## src/rtl/piezo_tune_seq.sv

```systemverilog
// Six-note piezo tune sequencer: walks a fixed period/duration table and drives
// a downstream frequency counter with the current note period and a clear strobe.
module piezo_tune_seq #(
  parameter int          FAST_SIM = 0,
  parameter int unsigned SIM_STEP = 0   // nonzero overrides the duration step (must divide 2^22)
) (
  input  logic        clk,
  input  logic        rst,
  input  logic        go,
  input  logic        stop,
  output logic [14:0] note_per,
  output logic        clr,
  output logic        busy,
  output logic        done
);

  localparam int unsigned STEP   = (SIM_STEP != 0) ? SIM_STEP : ((FAST_SIM != 0) ? 64 : 1);
  localparam logic [25:0] STEP_W = 26'(STEP);

  typedef enum logic {IDLE, PLAY} state_t;

  state_t      state, state_n;
  logic [2:0]  idx, idx_n;
  logic [25:0] dur, dur_n, dur_sum;
  logic        done_n;

  function automatic logic [14:0] per_of(input logic [2:0] i);
    case (i)
      3'd0:    return 15'd31888;
      3'd1:    return 15'd23889;
      3'd2:    return 15'd18961;
      3'd3:    return 15'd15944;
      3'd4:    return 15'd18961;
      3'd5:    return 15'd15944;
      default: return '0;
    endcase
  endfunction

  function automatic logic [25:0] dur_of(input logic [2:0] i);
    case (i)
      3'd0, 3'd1, 3'd2: return 26'h0800000;  // 2^23
      3'd3:             return 26'h0C00000;  // 2^23 + 2^22
      3'd4:             return 26'h0400000;  // 2^22
      3'd5:             return 26'h2000000;  // 2^25
      default:          return 26'h0400000;
    endcase
  endfunction

  assign dur_sum = dur + STEP_W;

  always_comb begin
    state_n = state;
    idx_n   = idx;
    dur_n   = dur;
    done_n  = 1'b0;
    case (state)
      IDLE: begin
        if (go && !stop) begin
          state_n = PLAY;
          idx_n   = '0;
          dur_n   = '0;
        end
      end
      PLAY: begin
        if (stop) begin
          state_n = IDLE;
          idx_n   = '0;
          dur_n   = '0;
        end else if (dur_sum < dur_of(idx)) begin
          dur_n = dur_sum;
        end else if (idx < 3'd5) begin
          idx_n = idx + 3'd1;
          dur_n = '0;
        end else begin
          state_n = IDLE;
          idx_n   = '0;
          dur_n   = '0;
          done_n  = 1'b1;
        end
      end
      default: begin
        state_n = IDLE;
        idx_n   = '0;
        dur_n   = '0;
      end
    endcase
  end

  // Outputs are registered from the next-state values so they line up with state.
  always_ff @(posedge clk or posedge rst) begin
    if (rst) begin
      state    <= IDLE;
      idx      <= '0;
      dur      <= '0;
      done     <= 1'b0;
      note_per <= '0;
      clr      <= 1'b1;
      busy     <= 1'b0;
    end else begin
      state    <= state_n;
      idx      <= idx_n;
      dur      <= dur_n;
      done     <= done_n;
      note_per <= (state_n == PLAY) ? per_of(idx_n) : '0;
      clr      <= (state_n == IDLE) || (dur_n == '0);
      busy     <= (state_n == PLAY);
    end
  end

endmodule
```

## config.mk

```make
export PLATFORM = sky130hd
export DESIGN_NAME = piezo_tune_seq
export DESIGN_NICKNAME = d
export VERILOG_FILES = /design/src/rtl/piezo_tune_seq.sv
export SDC_FILE = /design/constraint.sdc
export NUM_CORES = 1
export LEC_CHECK = 0
export BUFFER_PORTS_ARGS = -buffer_cell sky130_fd_sc_hd__buf_4
export CAP_MARGIN = 20
export CORE_MARGIN = 2
export CORE_UTILIZATION = 54
export DETAILED_ROUTE_END_ITERATION = 8
export PLACE_DENSITY_LB_ADDON = 0.12
export SLEW_MARGIN = 20
export SYNTH_ARGS = -nofsm -noshare
export SYNTH_HDL_FRONTEND = slang
export SYNTH_SLANG_ARGS = --single-unit
export TNS_END_PERCENT = 100
```

## constraint.sdc

```tcl
create_clock -name clk -period 3.2 [get_ports clk]
set_input_delay 0.64 -clock clk [delete_from_list [all_inputs] [get_ports clk]]
set_output_delay 0.64 -clock clk [all_outputs]
set_load 0.1 [all_outputs]
```

* After elaboration in Yosys (flattened, before gate mapping)
Cells that the tools add are included.
** Storage, ports and cells
- Register bits after elaboration :: 47
- Output and inout bits :: 18
- Logic and storage cells :: 53
** Cells by class
- Add/sub/neg operators :: 2
- $lt $le $gt $ge :: 2
- Equality and inequality tests :: 9
- Muxes and demuxes :: 23
- Bitwise gates (word level) :: 2
- Reduce and logical (&&, ||, !) cells :: 9
** Operator list (number)
- 26-bit 2-to-1 mux :: 5
- 26-bit one-hot mux with 3 select lines :: 1
- 15-bit one-hot mux with 4 select lines :: 1
- 26-bit one-hot mux with 2 select lines :: 1
- 26-bit by 1-bit adder with 26-bit output (second input constant) :: 1
- 26-bit logical NOT :: 1
- 26-bit less-than comparator :: 1
- 15-bit 2-to-1 mux :: 1
- 3-bit by 2-bit equality test with 1-bit output (second input constant) :: 4
- 3-bit 2-to-1 mux :: 4
- 3-bit equality test (second input constant) :: 3
- 1-bit 2-to-1 mux :: 8
- 3-bit by 1-bit equality test with 1-bit output (second input constant) :: 2
- 3-bit logical NOT :: 2
- 3-bit one-hot mux with 2 select lines :: 1
- 2-bit OR reduction :: 2
- 3-bit by 1-bit adder with 3-bit output (second input constant) :: 1
- 3-bit less-than comparator (second input constant) :: 1
- 3-bit OR reduction :: 1
- 1-bit NOT :: 2
- 1-bit one-hot mux with 2 select lines :: 1
- 1-bit logical AND :: 1
- 1-bit logical NOT :: 1
- 1-bit logical OR :: 1

* Depth between registers and ports, before layout
Gate-level depths: netlist of the first run.
- Depth after elaboration :: 13
- Depth in mapped cells :: 17
- Gate-level depth less buffers :: 14

* Worst setup path after synthesis of the first run
Ideal clock, no wire load.
- Path type :: reg2reg
- Start point :: register dur[12]
- End point :: register clr
- Arrival time :: 3382 ps
- Path slack :: -261 ps
- Cell stages (with the launch flop) :: 16
- Path buffers :: 3
- Cells stage by stage :: dfrtp_1 -> clkbuf_1 -> and3_2 -> nand4_1 -> or2_2 -> clkbuf_1 -> nor3_1 -> xor2_1 -> ha_1 -> o31a_2 -> or3_4 -> buf_6 -> a31oi_1 -> a2bb2oi_1 -> nor4b_1 -> a41o_1
** Between the ends
- Longest elaborated chain between the ends :: 7
- Elaborated cells between the ends (all ways) :: 12
- Those cells by class :: add/sub (1); order compare (1); mux (7); bitwise (1); reduce/logical (2)
** Ends and longest elaborated chain
- from (decl) :: line 24 : logic [25:0] dur, dur_n, dur_sum;
- from (signal assigned) :: line 102 : dur <= dur_n;
- 26-bit by 1-bit adder with 26-bit output :: line 49 : assign dur_sum = dur + STEP_W;
- 26-bit less-than comparator :: line 69 : end else if (dur_sum < dur_of(idx)) begin
- 26-bit 2-to-1 mux / 1-bit 2-to-1 mux (equally long branches) :: line 69
- 26-bit 2-to-1 mux / 1-bit 2-to-1 mux (equally long branches) :: line 65 : if (stop) begin
- 26-bit one-hot mux with 2 select lines / 1-bit one-hot mux with 2 select lines (equally long branches) :: line 56 : case (state)
- 26-bit logical NOT / 1-bit NOT (equally long branches) :: line 105 : clr <= (state_n == IDLE) || (dur_n == '0);
- 1-bit logical OR * :: line 105
- to (signal assigned) :: line 105
- to (decl) :: line 12 : output logic clr,
Mark *: on every way between the ends. The rest lies on a longest branch, timed or not.

* Worst setup path in the final report of the first run
- Start point :: register dur[5]
- End point :: register clr
The elaborated chain is that of the path after synthesis.

==> results of run 1 <==
==> per-stage QoR <==
stage	instance area [um2]	power [mW]	hold slack, ns	setup TNS [ns]	worst slack [ns]
CTS	3270	1.10	0.501	0	0.0142
finish	3350	1.09	0.485	0	0.0289
detailed placement	3180	0.748	0.560	0	0.0403
global placement	3180	0.747	0.559	0	0.0756
global route	3350	1.14	0.525	-0.217	-0.0480
floorplan	2780	0.706	0.501	-0.0705	-0.0432
==> layout by cell type, fill, tap and decap left out, types with 6 or more instances in the layout <==
master   instances
dfrtp_1         41
and3_1           6
nor3_1           8
o31ai_1         14
ha_1             7
o21ai_0         21
a21oi_1         13
nor2_1          23
nand3_1         11
buf_4           61
inv_1            9
nand2_1         30
nor4_1           6
==> power by group through the flow <==
| stage | clock (mW) | combinational, mW | sequential, mW |
|---|---|---|---|
| finish | 0.345 | 0.198 | 0.544 |
| CTS | 0.358 | 0.194 | 0.545 |
| detailed placement | 0 | 0.193 | 0.555 |
| floorplan | 0 | 0.103 | 0.602 |
| global placement | 0 | 0.192 | 0.555 |
| global route | 0.382 | 0.209 | 0.546 |
==> area by class of cell <==
type | instances | share of cell area [%]
multi-input combinational | 230 | 47.4
sequential | 42 | 31.4
timing repair buffer | 64 | 14.7
tap | 67 | 2.50
clock buffer | 5 | 2.05
inverter | 11 | 1.31
clock inverter | 3 | 0.709
==> registers in the layout, summed over array words and instances (netlist names) <==
signal	count
state	1
note_per	10
idx	3
done	1
clr	1
dur	26
==> repair_timing <==
item / 4_1_cts / 5_1_grt
hold endpoints to repair: 0 / 0
setup endpoints to repair: 0 / 12
resized for setup: 0 / 11
buffers inserted: 0 / 4
==> how the worst min path moves through the flow <==
stage	cells past startpoint	to	startpoint	slack, ns
after floorplan	1	dur[7]	dur[7]	0.50
after global placement	2	dur[13]	dur[13]	0.56
after detailed placement	1	dur[21]	dur[21]	0.56
after CTS	3	dur[16]	rst	0.50
after global routing	3	dur[14]	rst	0.53
final	3	dur[14]	rst	0.49
==> per-layer routing <==
metal / track usage, % / vias up / share of wire [%]
met2: 36.1 / 102 / 45
met4: 6.63 / 0 / 1.2
met1: 38.0 / 1153 / 47
met3: 3.88 / 10 / 6.7
li1: - / 1210 / -
met5: 0 / - / 0
==> kinds of logic after synthesis <==
family          after synthesis  share of synthesized area [%]
compound gates               84                           23.2
mux                           2                          0.915
buf+inv                      30                           5.90
other cells                   1                          0.137
xor+xnor                      5                           1.60
flops                        42                           38.5
fa+ha+maj                     9                           4.07
simple gates                127                           25.7
==> worst min-delay path: cells and delay by family <==
kind | cells | cell delay, ns
buf+inv | 3 | 0.60
==> summary.txt, run 1 <==
Floorplan
  – Horiz. Die Dim: about 75 um
  – Core Area: between 4000 and 5000 um2
  – # IOs: 22
  – Die area: 5650 um2
  – Num rows: 25
  – Die Span Y: between 70 and 80 um
  – Starting density of the core: a little under three fifths

Route
  – WL final: between 6 and 7 mm
  – DR pass1 iterations: 5
  – Vias per cell: 5.86
  – Vias: 2475
  – Routed length per instance: 15.7 um
  – Antenna viol nets, final: 0
  – 1st-iter DRT viols: between 200 and 250
  – # DRC: 0

Critical path
  – Crit path cell chain: and4_4, nand4_1, or2_4, nor3_4, xor2_2, ha_4, o311a_4, nor3_4, a211o_1, a221o_1, nor4b_1, a41o_1
  – CP endpoint kind: flop
  – CP arrival: ~3.4 ns
  – CP max stage cell: dfrtp_1
  – Most frequent CP cell: nor3_4
  – Crit Reg-Reg Endpoint: clr
  – Register-to-Register Setup Slack: 0.03 ns
  – FF-to-FF Start: dur[5]
  – Crit path launch type: flop
  – Critical Path Stages: 12
  – CP endpoint: clr
  – WP buf/inv: 0
  – Type of the worst setup path: flop to flop
  – CP top delay family: simple AND/OR/NAND/NOR gates
  – Critical Path RT: 3.44 ns
  – CP max stage delay: between 0.3 and 0.4 ns
  – Max FO, Critical Path: 11
  – Worst setup path start: dur[5]
  – Reg2Reg Depth: 12

Placed design
  – HPWL Detailed: roughly 4.8 mm
  – RePlAce Congestion: 0.891
  – Post-placement cell count: 410
  – PortBufs: 18

Pwr
  – Combinational share of power: a little under a fifth
  – PwrDens: ~320 nW/um2
  – Peak supply drop: a little over 0.0002 V
  – NetSw: around 340 uW
  – Internal power: approximately 750 uW
  – Clock power share: 31.8%
  – Net Sw Frac: 30.9%
  – Sequential power share: between 50% and 60%
  – LEAKAGE: 1.56 nW

Clock network
  – Num CTS Buffers: 5
  – Clock-pin slew on the worst setup and hold paths: roughly 0.080 ns
  – CTS H-Tree Depth: 2
  – Hold buffers post-CTS: 0
  – Clock Tree Root: clkbuf_8
  – Clock sinks: 42
  – CTS tree: done
  – Max clock buf depth: 2
  – Clock latency on the worst-skew pair: 0.29 ns

Synth
  – Yosys cell types: slightly above 70
  – Async SR Flop Fraction: 100%
  – Synth top area cells: dfrtp_1 (38%), nand2_1 (4.3%), o21ai_0 (4.0%)
  – Synthesized cell area: ~2700 um2
  – Flops & latches, synth: 42
  – Syn Inst Count: 300
  – Top-count cell post-synth: dfrtp_1
  – Share of the synthesized area in the top cell type: about 38%
  – Yosys Warn Count: 0
  – EDFF count, synth: 0
  – Yosys top cell by area: dfrtp_1
  – Commonest cells post-synth: dfrtp_1 (41), nand2_1 (31), nor2_1 (24)
  – Sequential fraction of the synthesis area: 38.5%
  – Most common flop cell mapped by yosys: dfrtp_1
  – Avg Inst Size Synth: 9.11 um2

Global route
  – Grt ovf: 0
  – Vias in the first global route: 2167
  – GRT Overall Usage: between 20% and 30%
  – Largest net degree at the start of global routing: between 40 and 50
  – Initial antenna violation count: 0
  – Wire length of the first global-routing pass: 10.5 mm

Timing
  – RSZ-0062 raised after global routing: true
  – Worst-margin pin slew: 0.739 ns
  – Clock Skews: around 0.0071 ns
  – Fmax: 315 MHz
  – Fin. max-slew vios: 0
  – Post-route clock period utilization: between 90 and 100%
  – Final setup vio count: 0
  – Crit path time final: 3.17 ns
  – Endpoints failing hold: 0
  – Worst rel slew slack: approximately 50%

Cells and area
  – Final Util: 69.6%
  – Antenna fix cells: 0
  – NumNets Final: 366
  – Ratio of cells with drive above 1 in the final layout: around 30%
  – Footprint of the multi-input gates: 1590 um2
  – Non-filler instance count after layout: 422
  – FF/Latch Area: roughly 1100 um2
  – Filler cells: 380
  – Area grow syn2layout: 22.7%

Run status
  – Status: completed

Worst hold path
  – HP Class: primary input to asynchronous set/reset pin

Flow run
  – Max-Cap Viols: 0
(Power assumes the default switching activity.)
==> inputs of run 2 (changes only) <==
CORE_ASPECT_RATIO = 1.5   (was default)
==> summary.txt, run 2 (synthesis gave the netlist of run 1 again) <==
Run status
  – Status: completed

Global route
  – Initial antenna violation count: 0
  – Grt ovf: 0
  – Largest net degree at the start of global routing: 31
  – GRT Overall Usage: between 20% and 30%
  – Vias in the first global route: 2563
  – Wire length of the first global-routing pass: between 10 and 15 mm

Route
  – Vias: between 2000 and 3000
  – 1st-iter DRT viols: ~220
  – Routed length per instance: 17.2 um
  – Top Layer Used: met4
  – Metal2 WL: 3.94 mm
  – # DRC: 0
  – DR pass1 iterations: 6
  – Vias per cell: 5.99
  – Antenna viol nets, final: 0
  – Met3 Wirelength: around 340 um
  – WL final: around 7.3 mm
  – Metal-1 WL: approximately 2.7 mm

Pwr
  – Peak supply drop: between 0.0002 and 0.0003 V
  – PwrDens: between 300 and 400 nW/um2
  – Tot Pwr: roughly 1.2 mW
  – LEAKAGE: ~1.6 nW

Cells and area
  – Most frequent cells in the layout: buf_4 (61), dfrtp_1 (41), nand2_1 (29)
  – Antenna fix cells: 0
  – Area grow syn2layout: 24.3%
  – Non-filler instance count after layout: 422
  – Max reg flops: 26
  – Largest Register: dur
  – Final Util: 70.1%
  – Biggest regs: dur (26), note_per (10), idx (3)
  – Commonest non-fill, non-tap cell in the layout: buf_4
  – Ratio of cells with drive above 1 in the final layout: 31.5%
  – NumNets Final: 367

Placed design
  – HPWL Detailed: ~5.3 mm
  – PortBufs: 18
  – RePlAce Congestion: around 0.94
  – Pre-CTS setup slack: -0.0233 ns
  – Post-placement cell count: between 400 and 500

Floorplan
  – Die Span Y: around 90 um
  – # IOs: 22
  – Horiz. Die Dim: a little over 60 um
  – Die area: around 5700 um2
  – Starting density of the core: between 50% and 60%
  – Num rows: 31
  – Core Area: 4850 um2

Clock network
  – Clock Tree Root: clkbuf_8
  – Clock-pin slew on the worst setup and hold paths: around 0.09 ns
  – Clock sinks: between 40 and 50
  – Max clock buf depth: 2
  – Clock latency on the worst-skew pair: 0.31 ns
  – Num CTS Buffers: 5
  – CTS tree: done
  – CTS H-Tree Depth: 2

Critical path
  – Crit path launch type: flop
  – FF-to-FF Start: dur[6]
  – CP endpoint: note_per[0]
  – Max FO, Critical Path: 8
  – Crit Reg-Reg Endpoint: note_per[0]
  – CP arrival: about 3.4 ns
  – Worst setup path start: dur[6]
  – Type of the worst setup path: flop to flop
  – CP endpoint kind: flop
  – Register-to-Register Setup Slack: about 0.022 ns
  – Reg2Reg Depth: 13
  – Critical Path RT: around 3.5 ns

Timing
  – Worst rel slew slack: 58.8%
  – Fmax: ~310 MHz
  – Final WS setup: approximately 0.022 ns
  – Worst-margin pin slew: around 0.6 ns
  – Post-route clock period utilization: 99.3%
  – Endpoints failing hold: 0
  – RSZ-0062 raised after global routing: true
  – Crit path time final: 3.18 ns
  – Fin. max-slew vios: 0
  – Final setup vio count: 0
  – Clock Skews: ~0.0099 ns

Flow run
  – Max-Cap Viols: 0

Worst hold path
  – HP Class: primary input to asynchronous set/reset pin
[run 2: report_power, final]
group          switching, mW  internal [mW]  total, mW
Combinational          0.147         0.0581      0.205
Sequential           0.00531          0.540      0.545
Clock                  0.199          0.232      0.432
Total                  0.352          0.830       1.18
[run 2: worst min-delay path by stage]
stage                  from          end
finish                  rst       dur[3]
global route            rst       dur[1]
CTS                     rst  note_per[3]
detailed placement  dur[21]      dur[21]
global placement    dur[21]      dur[21]
floorplan            dur[7]       dur[7]
[run 2: critical path, stage by stage, from the launching register on]
cell	delay (ns)
dfrtp_1	0.36
and4_4	0.23
nand4_1	0.18
or2_4	0.31
nor3_4	0.17
xor2_2	0.22
ha_4	0.25
o311a_4	0.16
buf_6	0.14
o311a_4	0.34
mux2_4	0.33
nor2_1	0.13
nand3b_1	0.16
o211a_1	0.16
[run 2: cell type report]
type | instances | area [um2]
fillers | 389 | 1450
clock buffers | 5 | 68.8
repair buffers | 63 | 480
inverters | 11 | 43.8
clock inverters | 3 | 45.0
multi-input cells | 232 | 1620
well taps | 66 | 82.6
flip-flops and latches | 42 | 1050
[run 2: layer usage]
metal | up-vias | track usage (%)
met1 | 1214 | 32.0
li1 | 1210 | -
met4 | 0 | 13.1
met2 | 80 | 46.6
met3 | 22 | 5.56
met5 | - | 0
[run 2: through the flow]
stage / setup TNS (ns) / area, um2 / hold slack [ns]
after floorplan: -0.0705 / 2780 / 0.501
after global placement: -0.0108 / 3170 / 0.539
after detailed placement: -0.0476 / 3170 / 0.553
after CTS: 0 / 3310 / 0.492
after global routing: -0.408 / 3400 / 0.457
final: 0 / 3400 / 0.405
[run 2: what timing repair did]
| action | in CTS | in global routing |
|---|---|---|
| pin swaps | 3 | 11 |
| gates cloned | 0 | 2 |
| hold endpoints to repair | 0 | 0 |
| buffers inserted | 0 | 4 |
| hold buffers | 0 | 0 |
| endpoints found under the setup margin | 10 | 13 |
| gates resized for setup | 3 | 12 |
==> inputs of run 3 (changes only) <==
CORE_ASPECT_RATIO = 1.2   (was 1.5)
==> summary.txt, run 3 (synthesis gave the netlist of run 1 again) <==
Critical path
  – CP arrival: around 3.4 ns
  – CP endpoint kind: flop
  – Critical Path RT: 3.43 ns
  – Register-to-Register Setup Slack: around 0.0013 ns
  – Crit path cell chain: and4_4, nand4_1, or2_4, nor3_4, xor2_2, ha_4, o31a_4, or3_4, buf_6, o31a_1, a41o_1
  – CP max stage cell: or3_4
  – CP max stage delay: roughly 0.47 ns
  – Max FO, Critical Path: 8
  – Crit path launch type: flop
  – FF-to-FF Start: dur[4]
  – Type of the worst setup path: flop to flop
  – Crit Reg-Reg Endpoint: clr
  – Reg2Reg Depth: 11

Route
  – Routed length per instance: between 15 and 20 um
  – Vias: ~2600
  – # DRC: 0
  – Antenna viol nets, final: 0
  – Met3 Wirelength: between 300 and 400 um
  – DR pass1 iterations: 5
  – 1st-iter DRT viols: 210
  – Metal2 WL: approximately 3.6 mm
  – WL final: 7.26 mm
  – Vias per cell: ~6.2
  – Metal-1 WL: a little under 3 mm
  – Top Layer Used: met4

Cells and area
  – Design area: around 3400 um2
  – Largest Register: dur
  – Antenna fix cells: 0
  – Max reg flops: 26
  – Area grow syn2layout: 22.7%
  – Filler cells: around 410
  – Ratio of cells with drive above 1 in the final layout: a little under a third
  – Commonest non-fill, non-tap cell in the layout: buf_4
  – Footprint of the multi-input gates: approximately 1600 um2
  – Biggest regs: dur (26), note_per (10), idx (3)
  – NumNets Final: about 370
  – FF/Latch Area: roughly 1100 um2
  – Most frequent cells in the layout: buf_4 (63), dfrtp_1 (41), nand2_1 (31)

Global route
  – Largest net degree at the start of global routing: 25
  – Vias in the first global route: between 2000 and 2500
  – Wire length of the first global-routing pass: roughly 11 mm
  – Initial antenna violation count: 0
  – GRT Overall Usage: 27.6%
  – Grt ovf: 0

Timing
  – Endpoints failing hold: 0
  – Final setup vio count: 0
  – Worst-margin pin slew: 0.822 ns
  – Post-route clock period utilization: about 100%
  – Fmax: roughly 310 MHz
  – Setup_tns: 0 ns
  – Crit path time final: 3.20 ns
  – Fin. max-slew vios: 0
  – Clock Skews: approximately 0.0074 ns
  – Worst rel slew slack: ~45%

Clock network
  – Hold buffers post-CTS: 0
  – CTS H-Tree Depth: 2
  – CTS tree: done
  – Clock Tree Root: clkbuf_8
  – Clock latency on the worst-skew pair: 0.30 ns
  – Max clock buf depth: 2
  – Num CTS Buffers: 5
  – Clock-pin slew on the worst setup and hold paths: approximately 0.080 ns
  – Clock sinks: 42

Placed design
  – RePlAce Congestion: around 0.89
  – HPWL Detailed: about 5.2 mm
  – PortBufs: 18
  – Cell area after placement: 3130 um2

Floorplan
  – Horiz. Die Dim: 69.0 um
  – Die area: about 5700 um2
  – Die Span Y: around 82 um
  – Core Area: 4900 um2
  – Num rows: 28
  – Starting density of the core: a little under three fifths
  – # IOs: 22

Flow run
  – Max-Cap Viols: 0

Pwr
  – PwrDens: between 300 and 400 nW/um2
  – LEAKAGE: 1.57 nW
  – Peak supply drop: 0.000354 V
  – Tot Pwr: between 1 and 1.5 mW

Worst hold path
  – HP Class: primary input to asynchronous set/reset pin

Run status
  – Status: completed
==> run 3: changes by cell type in the layout (fill, tap and decap cells not counted), sizes merged <==
cell	previous run	this run
clkinv	0	2
clkinvlp	2	0
buf	63	64
bufinv	1	0
clkbuf	5	6
or3	3	2
==> run 3: final cells by class <==
| type | instances | share of cell area (%) |
|---|---|---|
| Multi-Input combinational cell | 231 | 48.1 |
| Sequential cell | 42 | 31.4 |
| Timing Repair Buffer | 64 | 14.4 |
| Tap cell | 60 | 2.24 |
| Clock buffer | 6 | 2.16 |
| Inverter | 11 | 1.31 |
| Clock inverter | 2 | 0.410 |
==> run 3: worst max path at each step <==
stage               startpoint  endpoint
floorplan               dur[2]       clr
global placement        dur[5]       clr
detailed placement      dur[5]       clr
CTS                     dur[5]       clr
global route            dur[4]       clr
finish                  dur[4]       clr
==> run 3: timing repair <==
action	CTS	global route
pin swaps	3	8
setup buffers	5	4
endpoints found under the setup margin	1	16
gates cloned	0	1
gates resized for setup	0	11
==> run 3: critical path, delay by kind of cell, from the launching register on <==
| family | cells | cell delay, ns |
|---|---|---|
| compound gates | 3 | 0.71 |
| simple gates | 5 | 1.38 |
| flops | 1 | 0.36 |
| buf+inv | 1 | 0.17 |
| fa+ha+maj | 1 | 0.26 |
| xor+xnor | 1 | 0.25 |
==> run 3: where the power goes <==
| part | leakage (nW) | internal [mW] | switching [mW] | total (mW) |
|---|---|---|---|---|
| clock network | 0.0452 | 0.154 | 0.184 | 0.338 |
| logic | 0.954 | 0.0589 | 0.148 | 0.207 |
| registers | 0.573 | 0.540 | 0.00508 | 0.545 |
| total | 1.57 | 0.753 | 0.337 | 1.09 |
==> run 3: routing by layer <==
layer,vias to the layer above,global-route usage (%)
li1,1208,-
met1,1219,34.0
met2,114,45.7
met3,34,4.66
met4,0,14.5
met5,-,0
==> run 3: through the flow <==
stage / utilization, % / hold slack, ns / cells / setup slack, ns
2_1_floorplan: - / 0.501 / 302 / -0.0432
3_3_place_gp: 63.9 / 0.549 / 398 / 0.0550
3_5_place_dp: 63.9 / 0.540 / 398 / -0.0394
4_1_cts: 66.4 / 0.520 / 411 / 0.0191
5_1_grt: 68.4 / 0.578 / 416 / -0.0888
6_report: 68.4 / 0.498 / 416 / 0.00129
